`src/rtl/agu_tile_sched.sv`:
```
// agu_tile_sched: per-layer tile scheduler for the PE address-generation configuration stage.
//
// Accepts one layer command, walks the channel/row/column tile space (tx innermost, ch
// outermost) and, per tile, emits a single-cycle start with the tile's configuration. It then
// waits for the AGU completion pulse before issuing the next tile.
//
// Ports:
//   clk, rst        clock, synchronous active-high reset
//   cmd_valid       layer command valid (taken only when idle)
//   cmd_ready       idle, command can be accepted
//   cmd_mode        AGU mode (01/11 fc, 00/10 conv)
//   cmd_idx_cnt     idx count per tile
//   cmd_trip_cnt    trip count per tile
//   cmd_tx_num      tile columns (0 treated as 1)
//   cmd_ty_num      tile rows (0 treated as 1)
//   cmd_ch_num      input channels (0 treated as 1)
//   cmd_cut_last    bottom tile row is one line short
//   agu_done        AGU finished current tile (pulse, honoured only while waiting)
//   start           one-cycle start to the AGU config register
//   mode, idx_cnt, trip_cnt, is_new, pad_code {R,L,D,U}, cut_y   per-tile configuration
//   busy            high from command accept through layer_done
//   layer_done      one-cycle pulse after the last tile completes
//
// Optional feature (macro AGU_TILE_SCHED_PERF_EN):
//   perf_tiles [15:0]  tiles issued in the current/last layer (saturating)
//   perf_wait  [31:0]  cycles spent waiting on the AGU (saturating)

module agu_tile_sched #(
    parameter int unsigned TW = 6,
    parameter int unsigned CW = 10
) (
    input  logic          clk,
    input  logic          rst,
    input  logic          cmd_valid,
    output logic          cmd_ready,
    input  logic [1:0]    cmd_mode,
    input  logic [7:0]    cmd_idx_cnt,
    input  logic [7:0]    cmd_trip_cnt,
    input  logic [TW-1:0] cmd_tx_num,
    input  logic [TW-1:0] cmd_ty_num,
    input  logic [CW-1:0] cmd_ch_num,
    input  logic          cmd_cut_last,
    input  logic          agu_done,
    output logic          start,
    output logic [1:0]    mode,
    output logic [7:0]    idx_cnt,
    output logic [7:0]    trip_cnt,
    output logic          is_new,
    output logic [3:0]    pad_code,
    output logic          cut_y,
    output logic          busy,
    output logic          layer_done
`ifdef AGU_TILE_SCHED_PERF_EN
    ,
    output logic [15:0]   perf_tiles,
    output logic [31:0]   perf_wait
`endif
);

    typedef enum logic [1:0] {StIdle, StIssue, StWait, StDone} state_e;

    state_e        state_q, state_d;
    logic [1:0]    mode_q, mode_d;
    logic [7:0]    idx_q, idx_d;
    logic [7:0]    trip_q, trip_d;
    logic [TW-1:0] tx_num_q, tx_num_d;
    logic [TW-1:0] ty_num_q, ty_num_d;
    logic [CW-1:0] ch_num_q, ch_num_d;
    logic          cut_last_q, cut_last_d;
    logic [TW-1:0] tx_q, tx_d;
    logic [TW-1:0] ty_q, ty_d;
    logic [CW-1:0] ch_q, ch_d;
    logic [3:0]    pad_q, pad_d;
    logic          is_new_q, is_new_d;
    logic          cut_y_q, cut_y_d;
    logic          load_tile;
    logic          tx_last, ty_last, ch_last;

    assign tx_last = (tx_q == tx_num_q - TW'(1));
    assign ty_last = (ty_q == ty_num_q - TW'(1));
    assign ch_last = (ch_q == ch_num_q - CW'(1));

    always_comb begin
        state_d    = state_q;
        mode_d     = mode_q;
        idx_d      = idx_q;
        trip_d     = trip_q;
        tx_num_d   = tx_num_q;
        ty_num_d   = ty_num_q;
        ch_num_d   = ch_num_q;
        cut_last_d = cut_last_q;
        tx_d       = tx_q;
        ty_d       = ty_q;
        ch_d       = ch_q;
        pad_d      = pad_q;
        is_new_d   = is_new_q;
        cut_y_d    = cut_y_q;
        load_tile  = 1'b0;

        unique case (state_q)
            StIdle: begin
                if (cmd_valid) begin
                    mode_d     = cmd_mode;
                    idx_d      = cmd_idx_cnt;
                    trip_d     = cmd_trip_cnt;
                    tx_num_d   = (cmd_tx_num == '0) ? TW'(1) : cmd_tx_num;
                    ty_num_d   = (cmd_ty_num == '0) ? TW'(1) : cmd_ty_num;
                    ch_num_d   = (cmd_ch_num == '0) ? CW'(1) : cmd_ch_num;
                    cut_last_d = cmd_cut_last;
                    tx_d       = '0;
                    ty_d       = '0;
                    ch_d       = '0;
                    load_tile  = 1'b1;
                    state_d    = StIssue;
                end
            end
            StIssue: state_d = StWait;
            StWait: begin
                if (agu_done) begin
                    if (tx_last && ty_last && ch_last) begin
                        state_d = StDone;
                    end else begin
                        state_d   = StIssue;
                        load_tile = 1'b1;
                        if (!tx_last) begin
                            tx_d = tx_q + TW'(1);
                        end else begin
                            tx_d = '0;
                            if (!ty_last) begin
                                ty_d = ty_q + TW'(1);
                            end else begin
                                ty_d = '0;
                                ch_d = ch_q + CW'(1);
                            end
                        end
                    end
                end
            end
            StDone:  state_d = StIdle;
            default: state_d = StIdle;
        endcase

        // Tile flags are computed from the next-state counters so they are already
        // valid in the cycle start is raised and stay put through the wait.
        if (load_tile) begin
            pad_d    = {tx_d == tx_num_d - TW'(1), tx_d == '0,
                        ty_d == ty_num_d - TW'(1), ty_d == '0};
            is_new_d = (ch_d == '0);
            cut_y_d  = cut_last_d & (ty_d == ty_num_d - TW'(1));
        end
    end

    always_ff @(posedge clk) begin
        if (rst) begin
            state_q    <= StIdle;
            mode_q     <= '0;
            idx_q      <= '0;
            trip_q     <= '0;
            tx_num_q   <= TW'(1);
            ty_num_q   <= TW'(1);
            ch_num_q   <= CW'(1);
            cut_last_q <= 1'b0;
            tx_q       <= '0;
            ty_q       <= '0;
            ch_q       <= '0;
            pad_q      <= '0;
            is_new_q   <= 1'b0;
            cut_y_q    <= 1'b0;
        end else begin
            state_q    <= state_d;
            mode_q     <= mode_d;
            idx_q      <= idx_d;
            trip_q     <= trip_d;
            tx_num_q   <= tx_num_d;
            ty_num_q   <= ty_num_d;
            ch_num_q   <= ch_num_d;
            cut_last_q <= cut_last_d;
            tx_q       <= tx_d;
            ty_q       <= ty_d;
            ch_q       <= ch_d;
            pad_q      <= pad_d;
            is_new_q   <= is_new_d;
            cut_y_q    <= cut_y_d;
        end
    end

    assign cmd_ready  = (state_q == StIdle);
    assign start      = (state_q == StIssue);
    assign busy       = (state_q != StIdle);
    assign layer_done = (state_q == StDone);
    assign mode       = mode_q;
    assign idx_cnt    = idx_q;
    assign trip_cnt   = trip_q;
    assign pad_code   = pad_q;
    assign is_new     = is_new_q;
    assign cut_y      = cut_y_q;

`ifdef AGU_TILE_SCHED_PERF_EN
    logic [15:0] perf_tiles_q;
    logic [31:0] perf_wait_q;

    always_ff @(posedge clk) begin
        if (rst) begin
            perf_tiles_q <= '0;
            perf_wait_q  <= '0;
        end else if (state_q == StIdle && cmd_valid) begin
            perf_tiles_q <= '0;
            perf_wait_q  <= '0;
        end else begin
            if (state_q == StIssue && !(&perf_tiles_q)) begin
                perf_tiles_q <= perf_tiles_q + 16'd1;
            end
            if (state_q == StWait && !(&perf_wait_q)) begin
                perf_wait_q <= perf_wait_q + 32'd1;
            end
        end
    end

    assign perf_tiles = perf_tiles_q;
    assign perf_wait  = perf_wait_q;
`endif

endmodule

```
`config.mk`:
```
export PLATFORM = sky130hd
export DESIGN_NAME = agu_tile_sched
export DESIGN_NICKNAME = d
export VERILOG_FILES = /design/src/rtl/agu_tile_sched.sv
export SDC_FILE = /design/constraint.sdc
export NUM_CORES = 1
export LEC_CHECK = 0
export CELL_PAD_IN_SITES_DETAIL_PLACEMENT = 0
export CELL_PAD_IN_SITES_GLOBAL_PLACEMENT = 2
export CORE_MARGIN = 10
export CORE_UTILIZATION = 31
export CTS_CLUSTER_DIAMETER = 120
export DETAILED_ROUTE_END_ITERATION = 10
export HOLD_SLACK_MARGIN = 0.06
export PLACE_DENSITY = 0.83
export RECOVER_POWER = 100
export SETUP_SLACK_MARGIN = 0.5
export SYNTH_ARGS = -nofsm -noshare
export SYNTH_HDL_FRONTEND = slang
export SYNTH_SLANG_ARGS = --single-unit
```
`constraint.sdc`:
```
create_clock -name clk -period 3.95 [get_ports clk]
set_clock_uncertainty 0.1 [all_clocks]
set_input_delay 0.395 -clock clk [delete_from_list [all_inputs] [get_ports clk]]
set_output_delay 0.395 -clock clk [all_outputs]
set_load 0.05 [all_outputs]
```
Word level (Yosys, flattened, before mapping):

Cells that the tools add are included.

* output and inout bits: 28
* bits in registers: 71
* logic and storage cells: 79

* mux-type cells: 34
* reductions and logical operators: 12
* equal/unequal tests: 10
* bitwise logic cells: 1
* add/sub/neg operators: 8

Operators by type and width (count)
* 6-bit 2-to-1 mux: 15
* 10-bit 2-to-1 mux: 6
* 6-bit == test: 4
* 6-bit zero test: 4
* 6-bit case mux with 2 select lines: 2
* 6-bit by 1-bit subtractor with 6-bit output, second input constant: 4
* 10-bit zero test: 2
* 10-bit case mux with 2 select lines: 1
* 6-bit by 1-bit adder with 6-bit output, second input constant: 2
* 10-bit by 1-bit adder with 10-bit output, second input constant: 1
* 10-bit == test: 1
* 10-bit by 1-bit subtractor with 10-bit output, second input constant: 1
* 2-bit case mux with 4 select lines: 1
* 2-bit 2-to-1 mux: 3
* 1-bit 2-to-1 mux: 5
* 2-bit == test, second input constant: 2
* 2-bit inequality test, second input constant: 2
* 2-bit AND reduction: 2
* 2-bit by 1-bit == test with 1-bit output, second input constant: 1
* 1-bit logical AND: 2
* 2-bit zero test: 1
* 1-bit case mux with 2 select lines: 1
* 2-bit nonzero test: 1
* 1-bit bitwise AND: 1

Logic depth before layout (Yosys ltp):

Gate-level depths: netlist of run 1.

* depth in word-level cells: 9
* gate-level depth with buffers: 13
* depth with buffers taken out: 12

Least setup slack after synthesis of run 1:

No wires, ideal clock.

* kind: input to register
* start point: input port cmd_valid
* end point: register pad_q[1] (netlist: pad_code[1])
* data required time: 3.763 ns
* path buffers: 1
* setup slack: 1.091 ns
* setup time: 0.087 ns
* arrival time: 2.672 ns
* stages on the path: 11
* cell sequence: or3b_2 -> clkbuf_1 -> a211o_1 -> o21ai_1 -> ha_1 -> xnor2_1 -> nor3_1 -> a31o_2 -> a311oi_1 -> nand4_1 -> o31ai_1

* cells in the longest elaborated chain, start to end: 4

RTL lines
* from (decl): line 34 `input logic cmd_valid,`
* 6-bit 2-to-1 mux: line 102 `if (cmd_valid) begin`
* 6-bit 2-to-1 mux: line 100 `unique case (state_q)`
* 6-bit by 1-bit subtractor with 6-bit output: line 147 `ty_d == ty_num_d - TW'(1), ty_d == '0};`
* 6-bit == test: line 147
* to (signal assigned): line 181 `pad_q <= pad_d;`
* to (decl): line 73 `logic [3:0] pad_q, pad_d;`

Several ways; a longest one is shown, not always the timed one.
A chain may end at the register's enable or synchronous reset.

Worst setup path after layout of run 1:

Same ends and word-level chain as after synthesis.

==> flow_metrics.tcl, run 1 <==
set metrics [dict create \
    status "complete, no violations" \
    synthesis.nets 631 \
    path_max_fanout 17 \
    fin_area_mm2 0.00565 \
    ys_seq_area_share_pct 31.9 \
    yosysMostFrequentCell "nand2_1" \
    clk_path_buf_depth 2 \
    cp.arrival_ns 3.58 \
    syn_area_mm2 0.00446 \
    pwr-share-seq_pct 36.0 \
    layout_worst_path_cycle_share_pct 86.7 \
    rsz0062_at_grt "true" \
    root_buffer "clkbuf_16" \
    drc 0 \
    io_buffer_count 72 \
    grtUsageTotal_pct 14.1 \
    vias_per_cell 5.31 \
    yosysUniqueCellTypes 69 \
    setup_tns_ns 0 \
    switchingPower_uw 689 \
    drt_wl_total_um 14000 \
    fp.dieH_um 140 \
    yosys_warnings 0 \
    antenna_found_initial 0 \
    ant_nets 0 \
    place_area_mm2 0.00533 \
    utilization_pct 40.4 \
    grt_pass1_vias 4349 \
    core_mm2 0.0140 \
    slew_headroom_pct 50.0 \
    final_net_count 699 \
    cts_tree "done" \
    cts.sinks 71 \
    cp-end-kind "register" \
    synth_top_area_cell "dfxtp_1" \
    start_util_pct 31.9 \
    fmax_mhz 292 \
    power-per-cell-area_mw_per_mm2 388 \
    grt_max_degree 42 \
    worst_pin_slew_ns 0.750 \
    firstDrtPassIters 5 \
    ys_ff_latch 71 \
    final_layout_size_suffix_gt1_share_pct 7.24 \
    critPathLaunchType "input port" \
    synth_top_area_share_pct 31.9 \
    startpoint "cmd_valid" \
    worstReg2RegStart "ch_num_q[1]" \
    cts.clk_slew.worst_paths_ns 0.06 \
    dp_slack_ns 0.344 \
    core.rowCount 43 \
    gr-total-overflow 0 \
    crit_type "in2reg" \
    setup_viol 0 \
    dpl.hpwl_um 10500 \
    synthArstFlopShare_pct 0 \
    instances_no_fill 829 \
    finalMaxSlewViolations 0 \
    seqCellArea_mm2 0.00142 \
    dieArea_mm2 0.0196 \
    synth_edf_count 0 \
    drv_cap 0 \
    netlist_instances 578 \
    synthToLayoutAreaGrowth_pct 26.8 \
    p_comb_share_pct 25.2 \
    gp_congestion 0.836 \
    p_leak_nw 2.15 \
    n_antenna_cell 0 \
    hp-class "reg2reg" \
    clk_latency_ns 0.34 \
    htree_levels 3 \
    wl_per_cell_um 16.9 \
    p_sw_share_pct 31.5 \
    crit_required_ns 4.11 \
    cts_made_buffers 9 \
    grt_pass1_wl_um 22900 \
    power.internal_mw 1.50 \
    die_w_um 140 \
    synth_ff_type "dfxtp_1" \
    fillers 1483 \
    first_iter_violations 220 \
    multi_input_area_mm2 0.00281 \
    io_pins 73 \
    p_clk_share_pct 38.8 \
    dp.cells 808 \
    cts_hold_repair.buffers 0 \
    synth_common_cells "nand2_1, dfxtp_1, nor2_1" \
    ir_worst_vdd_mv 0.239 \
    min_from "trip_cnt[3]" \
    final.min_clock_period_ns 3.42 \
    layout_setup_ws_ns 0.527 \
    synth.top_cells.by_area "dfxtp_1, nand2_1, a21oi_1" \
    finalHoldViolations 0 \
    avgSynthCellArea_um2 7.71 \
    vias 4405 \
]
[per-layer routing]
| metal | up-vias | global-route usage [%] | wire, µm |
|---|---|---|---|
| li1 | 2198 | - | - |
| met1 | 2054 | 17.3 | 6380 |
| met2 | 136 | 21.5 | 6160 |
| met3 | 17 | 5.82 | 1210 |
| met4 | 0 | 5.16 | 286 |
| met5 | - | 0 | 0 |
[cell usage in the layout (no fill, tap or decap), types with 5 or more instances in the layout]
cell	netlist	layout
nand4_1	7	7
o21ai_0	17	19
clkdlybuf4s50_1	0	42
xor2_1	16	16
a31oi_1	8	9
nor2b_1	6	6
buf_4	1	10
nor3_1	19	19
a31o_2	5	5
a21oi_1	49	51
dlygate4sd3_1	0	29
mux2i_1	16	16
clkbuf_16	0	9
nor2_1	58	57
nor4_1	7	7
and2_1	11	9
o2111ai_1	6	6
nand2_1	86	86
and3_1	5	5
dfxtp_1	71	70
nand3_1	20	20
or3_1	6	6
o211ai_1	10	10
xnor2_1	25	25
inv_1	18	18
ha_1	8	8
[metrics by stage]
stage | power (mW) | hold WS [ns]
after global placement | 1.36 | 0.341
after detailed placement | 1.37 | 0.348
after floorplan | 1.18 | 0.341
final | 2.19 | 0.349
after global routing | 2.30 | 0.372
after CTS | 2.23 | 0.356
[registers in the layout, summed over array words and instances, names as in the netlist, 4 cells and up]
name,flops
ch_num_q,10
ch_q,10
idx_cnt,8
pad_code,4
trip_cnt,8
tx_num_q,6
tx_q,6
ty_num_q,6
ty_q,6
[cell families (layout without fill, tap and decap cells)]
logic type | after synthesis | in the layout | share of synthesized area [%]
adders and majority gates | 8 | 8 | 2.25
buffers and inverters | 48 | 119 | 4.49
xor gates and xnor gates | 41 | 41 | 8.06
DFF | 71 | 71 | 31.9
AOI/OAI and AO/OA | 138 | 138 | 21.3
and+or+nand+nor | 254 | 254 | 27.9
muxes | 18 | 18 | 4.10
[layout make-up]
class                           instances  share of cell area (%)
Inverter                               18                    1.20
Timing Repair Buffer                   87                    14.6
Sequential cell                        71                    25.2
Clock buffer                           10                    4.05
Multi-Input combinational cell        459                    49.7
Clock inverter                          4                    1.28
Tap cell                              180                    3.99
[worst paths after layout]
path,end,slack (ns),depth (start not counted)
max,pad_code[1],0.53,11
min,trip_cnt[3],0.35,2
max reg2reg,pad_code[3],0.53,11
min reg2reg,trip_cnt[3],0.35,2
[what timing repair did]
item | 4_1_cts | 5_1_grt
gates resized for setup | 1 | 3
endpoints found under the hold margin | 0 | 0
setup buffers | 0 | 7
pin swaps | 0 | 2
endpoints found under the setup margin | 2 | 4
[critical path, stage by stage]
cell,delay (ns)
dlygate4sd3_1,0.67
nor3b_1,0.30
buf_4,0.30
o21ai_0,0.25
ha_1,0.33
xnor2_1,0.35
nor3_1,0.08
a31o_2,0.26
a311oi_1,0.25
nand4_1,0.17
o31ai_1,0.23
[power by group through the flow]
stage / Combinational (mW) / Sequential, mW / Clock, mW
6_report: 0.552 / 0.790 / 0.849
5_1_grt: 0.604 / 0.795 / 0.901
4_1_cts: 0.566 / 0.791 / 0.877
3_5_place_dp: 0.562 / 0.806 / 0
3_3_place_gp: 0.556 / 0.805 / 0
2_1_floorplan: 0.325 / 0.854 / 0
Power figures use the tool's default switching activity.
==> inputs of run 2 (changes only) <==
--- a/config.mk
+++ b/config.mk
@@ -5,12 +5,14 @@
 export SDC_FILE = /design/constraint.sdc
 export NUM_CORES = 1
 export LEC_CHECK = 0
+export CAP_MARGIN = 30
 export CELL_PAD_IN_SITES_DETAIL_PLACEMENT = 0
 export CELL_PAD_IN_SITES_GLOBAL_PLACEMENT = 2
-export CORE_MARGIN = 10
+export CORE_MARGIN = 3
 export CORE_UTILIZATION = 31
 export CTS_CLUSTER_DIAMETER = 120
 export DETAILED_ROUTE_END_ITERATION = 10
+export GPL_TIMING_DRIVEN = 0
 export HOLD_SLACK_MARGIN = 0.06
 export PLACE_DENSITY = 0.83
 export RECOVER_POWER = 100
==> run 2 against run 1 <==
Effect of this change:
- clock-buffer cell count grew 2
- worst hold slack gained 0.0030 ns
- power shrank 2.4%
- critical endpoint is now is_new
- highest routed layer unchanged
==> flow_metrics.tcl, run 2 (synthesized netlist as in run 1, its figures left out) <==
set metrics [dict create \
    status "complete, no violations" \
    n_antenna_cell 0 \
    p_comb_share_pct 26.5 \
    mostFrequentLayoutCells "nand2_1, dfxtp_1, nor2_1, a21oi_1, clkdlybuf4s50_1" \
    firstDrtPassIters 4 \
    grt_pass1_wl_um 23100 \
    slew_headroom_pct 50.1 \
    ant_nets 0 \
    grt_pass1_vias 4496 \
    dieArea_mm2 0.0158 \
    core.rowCount 43 \
    io_buffer_count 71 \
    power-per-cell-area_mw_per_mm2 376 \
    multi_input_area_mm2 0.00285 \
    crit_type "reg2reg" \
    dpl.hpwl_um 10600 \
    root_buffer "clkbuf_16" \
    fin_area_mm2 0.00569 \
    vias 4423 \
    die_w_um 126 \
    rsz0062_at_grt "true" \
    ir_worst_vdd_mv 0.265 \
    clk_latency_ns 0.34 \
    cts_tree "done" \
    seqCellArea_mm2 0.00142 \
    ff2ff_path_depth 11 \
    reg_top3 "ch_num_q: 10 flops, ch_q: 10 flops" \
    reg2reg_slack_ns 0.44 \
    report.power.total_mw 2.14 \
    first_iter_violations 265 \
    postCtsSetupBuffers 0 \
    fp.dieH_um 126 \
    htree_levels 3 \
    fillers 1471 \
    fmax_mhz 285 \
    io_pins 73 \
    final_net_count 713 \
    final.min_clock_period_ns 3.51 \
    p_clk_share_pct 36.8 \
    cp-end-kind "register" \
    cts_made_buffers 9 \
    hp-class "reg2reg" \
    worst_pin_slew_ns 0.748 \
    cts.clk_slew.worst_paths_ns 0.06 \
    worstReg2RegStart "ch_num_q[1]" \
    synthToLayoutAreaGrowth_pct 27.7 \
    layout_worst_path_cycle_share_pct 88.9 \
    min_from "idx_cnt[4]" \
    grtUsageTotal_pct 18.0 \
    p_sw_share_pct 33.5 \
    setup_viol 0 \
    critPathLaunchType "register" \
    final_common_cell "nand2_1" \
    place_area_mm2 0.00539 \
    core_mm2 0.0140 \
    cp.arrival_ns 3.67 \
    clk_path_buf_depth 2 \
    start_util_pct 31.9 \
    cts.sinks 71 \
    wl_per_cell_um 16.5 \
    path_max_fanout 10 \
    power.internal_mw 1.42 \
    switchingPower_uw 717 \
    drv_cap 0 \
    r2r_end "is_new" \
    drc 0 \
    finalMaxSlewViolations 0 \
    vias_per_cell 5.23 \
    p_leak_nw 2.15 \
    finalHoldViolations 0 \
    gr-total-overflow 0 \
    final_layout_size_suffix_gt1_share_pct 6.92 \
    antenna_found_initial 0 \
    whs_endpoint "idx_cnt[4]" \
    gp_congestion 0.824 \
    crit_required_ns 4.11 \
    holdPathStages 2 \
    pwr-share-seq_pct 36.7 \
    drt_wl_total_um 14000 \
    grt_max_degree 13 \
]
## run 2: cell count changes in the layout (fill, tap and decap cells not counted), moves of 2 or more
cell       delta
buf_2         +3
buf_4        -10
bufinv_16     -2
clkbuf_1     +21
clkbuf_2      +2
clkbuf_4      -3
clkbuf_8      +2
## run 2: worst max path at each step
stage | endpoint | start | slack (ns) | depth (start not counted)
after global placement | idx_cnt[5] | cmd_valid | -0.40 | 9
after detailed placement | mode[0] | cmd_valid | -0.39 | 9
after global routing | is_new | ch_num_q[1] | 0.24 | 11
after CTS | pad_code[1] | cmd_valid | 0.52 | 12
after floorplan | pad_code[1] | cmd_valid | 1.09 | 11
final | is_new | ch_num_q[1] | 0.44 | 11
## run 2: worst max-delay path, cell delays in order, from the launching register on
cell and delay, ns:
dfxtp_1 0.45, inv_1 0.07, ha_1 0.28, or4_1 0.55, a21o_1 0.22, a22o_4 0.26, o2111ai_4 0.30, clkbuf_1 0.40
nor3b_1 0.10, a211oi_1 0.34, nand4_1 0.16, o21ai_0 0.19
## run 2: through the flow
stage | hold slack, ns | util (%) | instances | TNS [ns] | setup WS [ns]
final | 0.352 | 40.7 | 845 | 0 | 0.439
after global placement | 0.343 | 38.5 | 829 | -5.31 | -0.400
after detailed placement | 0.349 | 38.5 | 829 | -5.13 | -0.391
after CTS | 0.354 | 40.7 | 845 | 0 | 0.519
after floorplan | 0.341 | - | 578 | 0 | 1.09
after global routing | 0.375 | 40.7 | 845 | 0 | 0.236
## run 2: per-layer routing
layer / global-route usage (%) / routed length (µm) / vias to the layer above
li1: - / - / 2234
met3: 5.64 / 807 / 18
met2: 28.8 / 6310 / 99
met1: 22.9 / 6630 / 2072
met4: 6.62 / 236 / 0
met5: 0 / 0 / -
## run 2: final cells by class
class / count / share of cell area [%]
clock inverter: 4 / 0.506
timing repair buffer: 71 / 12.5
clock buffer: 12 / 4.51
buffer: 30 / 2.31
inverter: 18 / 1.19
multi-input combinational: 459 / 50.1
tap: 180 / 3.96
sequential: 71 / 25.0
## run 2: power groups by stage
stage	logic [mW]	registers (mW)	clock network [mW]
floorplan	0.325	0.854	0
global placement	0.570	0.799	0
detailed placement	0.574	0.800	0
CTS	0.578	0.786	0.815
global route	0.620	0.791	0.839
finish	0.567	0.785	0.788
## run 2: repair_timing
action | 4_1_cts | 5_1_grt
resized for setup | 3 | 7
endpoints found under the setup margin | 35 | 3
hold buffers | 0 | 0
==> inputs of run 3 (changes only) <==
--- a/config.mk
+++ b/config.mk
@@ -12,7 +12,6 @@
 export CORE_UTILIZATION = 31
 export CTS_CLUSTER_DIAMETER = 120
 export DETAILED_ROUTE_END_ITERATION = 10
-export GPL_TIMING_DRIVEN = 0
 export HOLD_SLACK_MARGIN = 0.06
 export PLACE_DENSITY = 0.83
 export RECOVER_POWER = 100
@@ -20,3 +19,4 @@
 export SYNTH_ARGS = -nofsm -noshare
 export SYNTH_HDL_FRONTEND = slang
 export SYNTH_SLANG_ARGS = --single-unit
+export TNS_END_PERCENT = 5
==> run 3 against run 2 <==
Effect of this change:
- combinational power shrank 2%
- die area unchanged
- worst setup slack improved by 0.069 ns
- worst hold slack got worse by 0.025 ns
- clock power rose by 16%
==> flow_metrics.tcl, run 3 (synthesized netlist as in run 1, its figures left out) <==
set metrics [dict create \
    core.rowCount 43 \
    setup_tns_ns 0 \
    crit_type "in2reg" \
    rsz0062_at_grt "true" \
    vias_per_cell 5.31 \
    hp-class "in2reg" \
    cts_tree "done" \
    core_mm2 0.0140 \
    grt_pass1_wl_um 21700 \
    grt_max_degree 53 \
    drc 0 \
    first_iter_violations 254 \
    grtUsageTotal_pct 16.8 \
    final.min_clock_period_ns 3.44 \
    crit_slowest_cell "dlygate4sd3_1" \
    reg_top3 "ch_num_q: 10 flops, ch_q: 10 flops" \
    io_buffer_count 72 \
    cpPeakStageDelay_ns 0.62 \
    mostFrequentLayoutCells "nand2_1, dfxtp_1, nor2_1, a21oi_1, clkdlybuf4s50_1" \
    n_antenna_cell 0 \
    critPathTopFamily "compound AO/OA/AOI/OAI gates" \
    final_net_count 694 \
    worst-path-buf-inv 1 \
    grt_pass1_vias 4240 \
    fillers 1476 \
    seqCellArea_mm2 0.00142 \
    antenna_found_initial 0 \
    dieArea_mm2 0.0158 \
    report.power.total_mw 2.25 \
    min_from "rst" \
    cp-end-kind "register" \
    power-per-cell-area_mw_per_mm2 398 \
    layout_worst_path_cycle_share_pct 87.1 \
    start_util_pct 31.9 \
    fmax_mhz 291 \
    die_w_um 126 \
    root_buffer "clkbuf_16" \
    cts.clk_slew.worst_paths_ns 0.06 \
    htree_levels 3 \
    slew_headroom_pct 53.3 \
    startpoint "cmd_valid" \
    p_leak_nw 2.14 \
    cts.sinks 71 \
    ant_nets 0 \
    drv_cap 0 \
    dpl.hpwl_um 9790 \
    cts_made_buffers 9 \
    worstPathCellList "dlygate4sd3_1 > or3b_2 > a211o_1 > o21ai_0 > ha_1 > xnor2_1 > nor3_1 > a31o_2 > a311oi_1 > nand4_1 > o31ai_1" \
    final_common_cell "nand2_1" \
    final_layout_size_suffix_gt1_share_pct 6.97 \
    clk_latency_ns 0.34 \
    setup_viol 0 \
    crit_required_ns 4.10 \
    finalMaxSlewViolations 0 \
    worstReg2RegStart "ch_num_q[0]" \
    clk_path_buf_depth 2 \
    critPathLaunchType "input port" \
    io_pins 73 \
    finalHoldViolations 0 \
    drt_wl_total_um 13200 \
    gr-total-overflow 0 \
    fin_hold_ws_ns 0.326 \
    gp_congestion 0.787 \
    fin_area_mm2 0.00566 \
    worst_pin_slew_ns 0.695 \
    multi_input_area_mm2 0.00283 \
    firstDrtPassIters 5 \
    vias 4383 \
    place_area_mm2 0.00534 \
    fp.dieH_um 126 \
    ir_worst_vdd_mv 0.291 \
    wl_per_cell_um 16.0 \
    path_max_fanout 5 \
    status "complete, no violations" \
    cp.arrival_ns 3.59 \
    synthToLayoutAreaGrowth_pct 27.1 \
]
## run 3: changes by cell type in the layout (fill, tap and decap cells not counted), moves of 2 or more
cell / delta
buf_2: -3
nor2_1: -2
clkbuf_2: -2
clkbuf_1: -20
bufinv_16: +2
buf_4: +8
## run 3: metal layers
layer	share of wire (%)	up-vias	GRT usage (%)
met5	0	-	0
met4	1.7	0	4.98
met3	6.9	17	6.02
met2	44	135	26.4
met1	47	2042	21.8
li1	-	2189	-
## run 3: final timing paths
path,end,slack (ns),depth (start not counted)
worst max-delay path,pad_code[1],0.51,11
worst min-delay path,tx_q[0],0.33,2
worst max register to register,pad_code[3],0.52,10
worst min register to register,idx_cnt[6],0.35,2
## run 3: final cells by class
type | instances | area share (%)
well taps | 180 | 3.98
flip-flops and latches | 71 | 25.1
clock buffers | 12 | 4.53
clock inverters | 4 | 1.35
inverters | 18 | 1.19
repair buffers | 82 | 13.8
multi-input cells | 459 | 50.0
## run 3: worst register-to-register path: stages, from the launching register on
cell       delay [ns]
dfxtp_1          0.47
inv_1            0.08
ha_1             0.29
or4_1            0.55
a21o_1           0.21
a22oi_1          0.47
a31oi_4          0.23
o2111ai_1        0.22
or3b_1           0.41
a31oi_1          0.19
a2bb2oi_1        0.08
## run 3: repair_timing
action	CTS	global route
gates resized for setup	1	3
hold buffers	0	0
setup endpoints to repair	2	5
endpoints found under the hold margin	0	0
buffers inserted	0	0
## run 3: power by group
part / leakage, nW / switching [mW] / total [mW] / internal [mW]
combinational: 1.40 / 0.349 / 0.553 / 0.204
clock: 0.159 / 0.322 / 0.912 / 0.590
sequential: 0.580 / 0.0349 / 0.788 / 0.753
total: 2.14 / 0.706 / 2.25 / 1.55
## run 3: stage by stage
stage	instances	utilization, %	worst slack, ns
2_1_floorplan	578	-	1.09
3_3_place_gp	810	38.2	0.451
3_5_place_dp	810	38.2	0.302
4_1_cts	826	40.6	0.637
5_1_grt	826	40.5	0.279
6_report	826	40.5	0.508
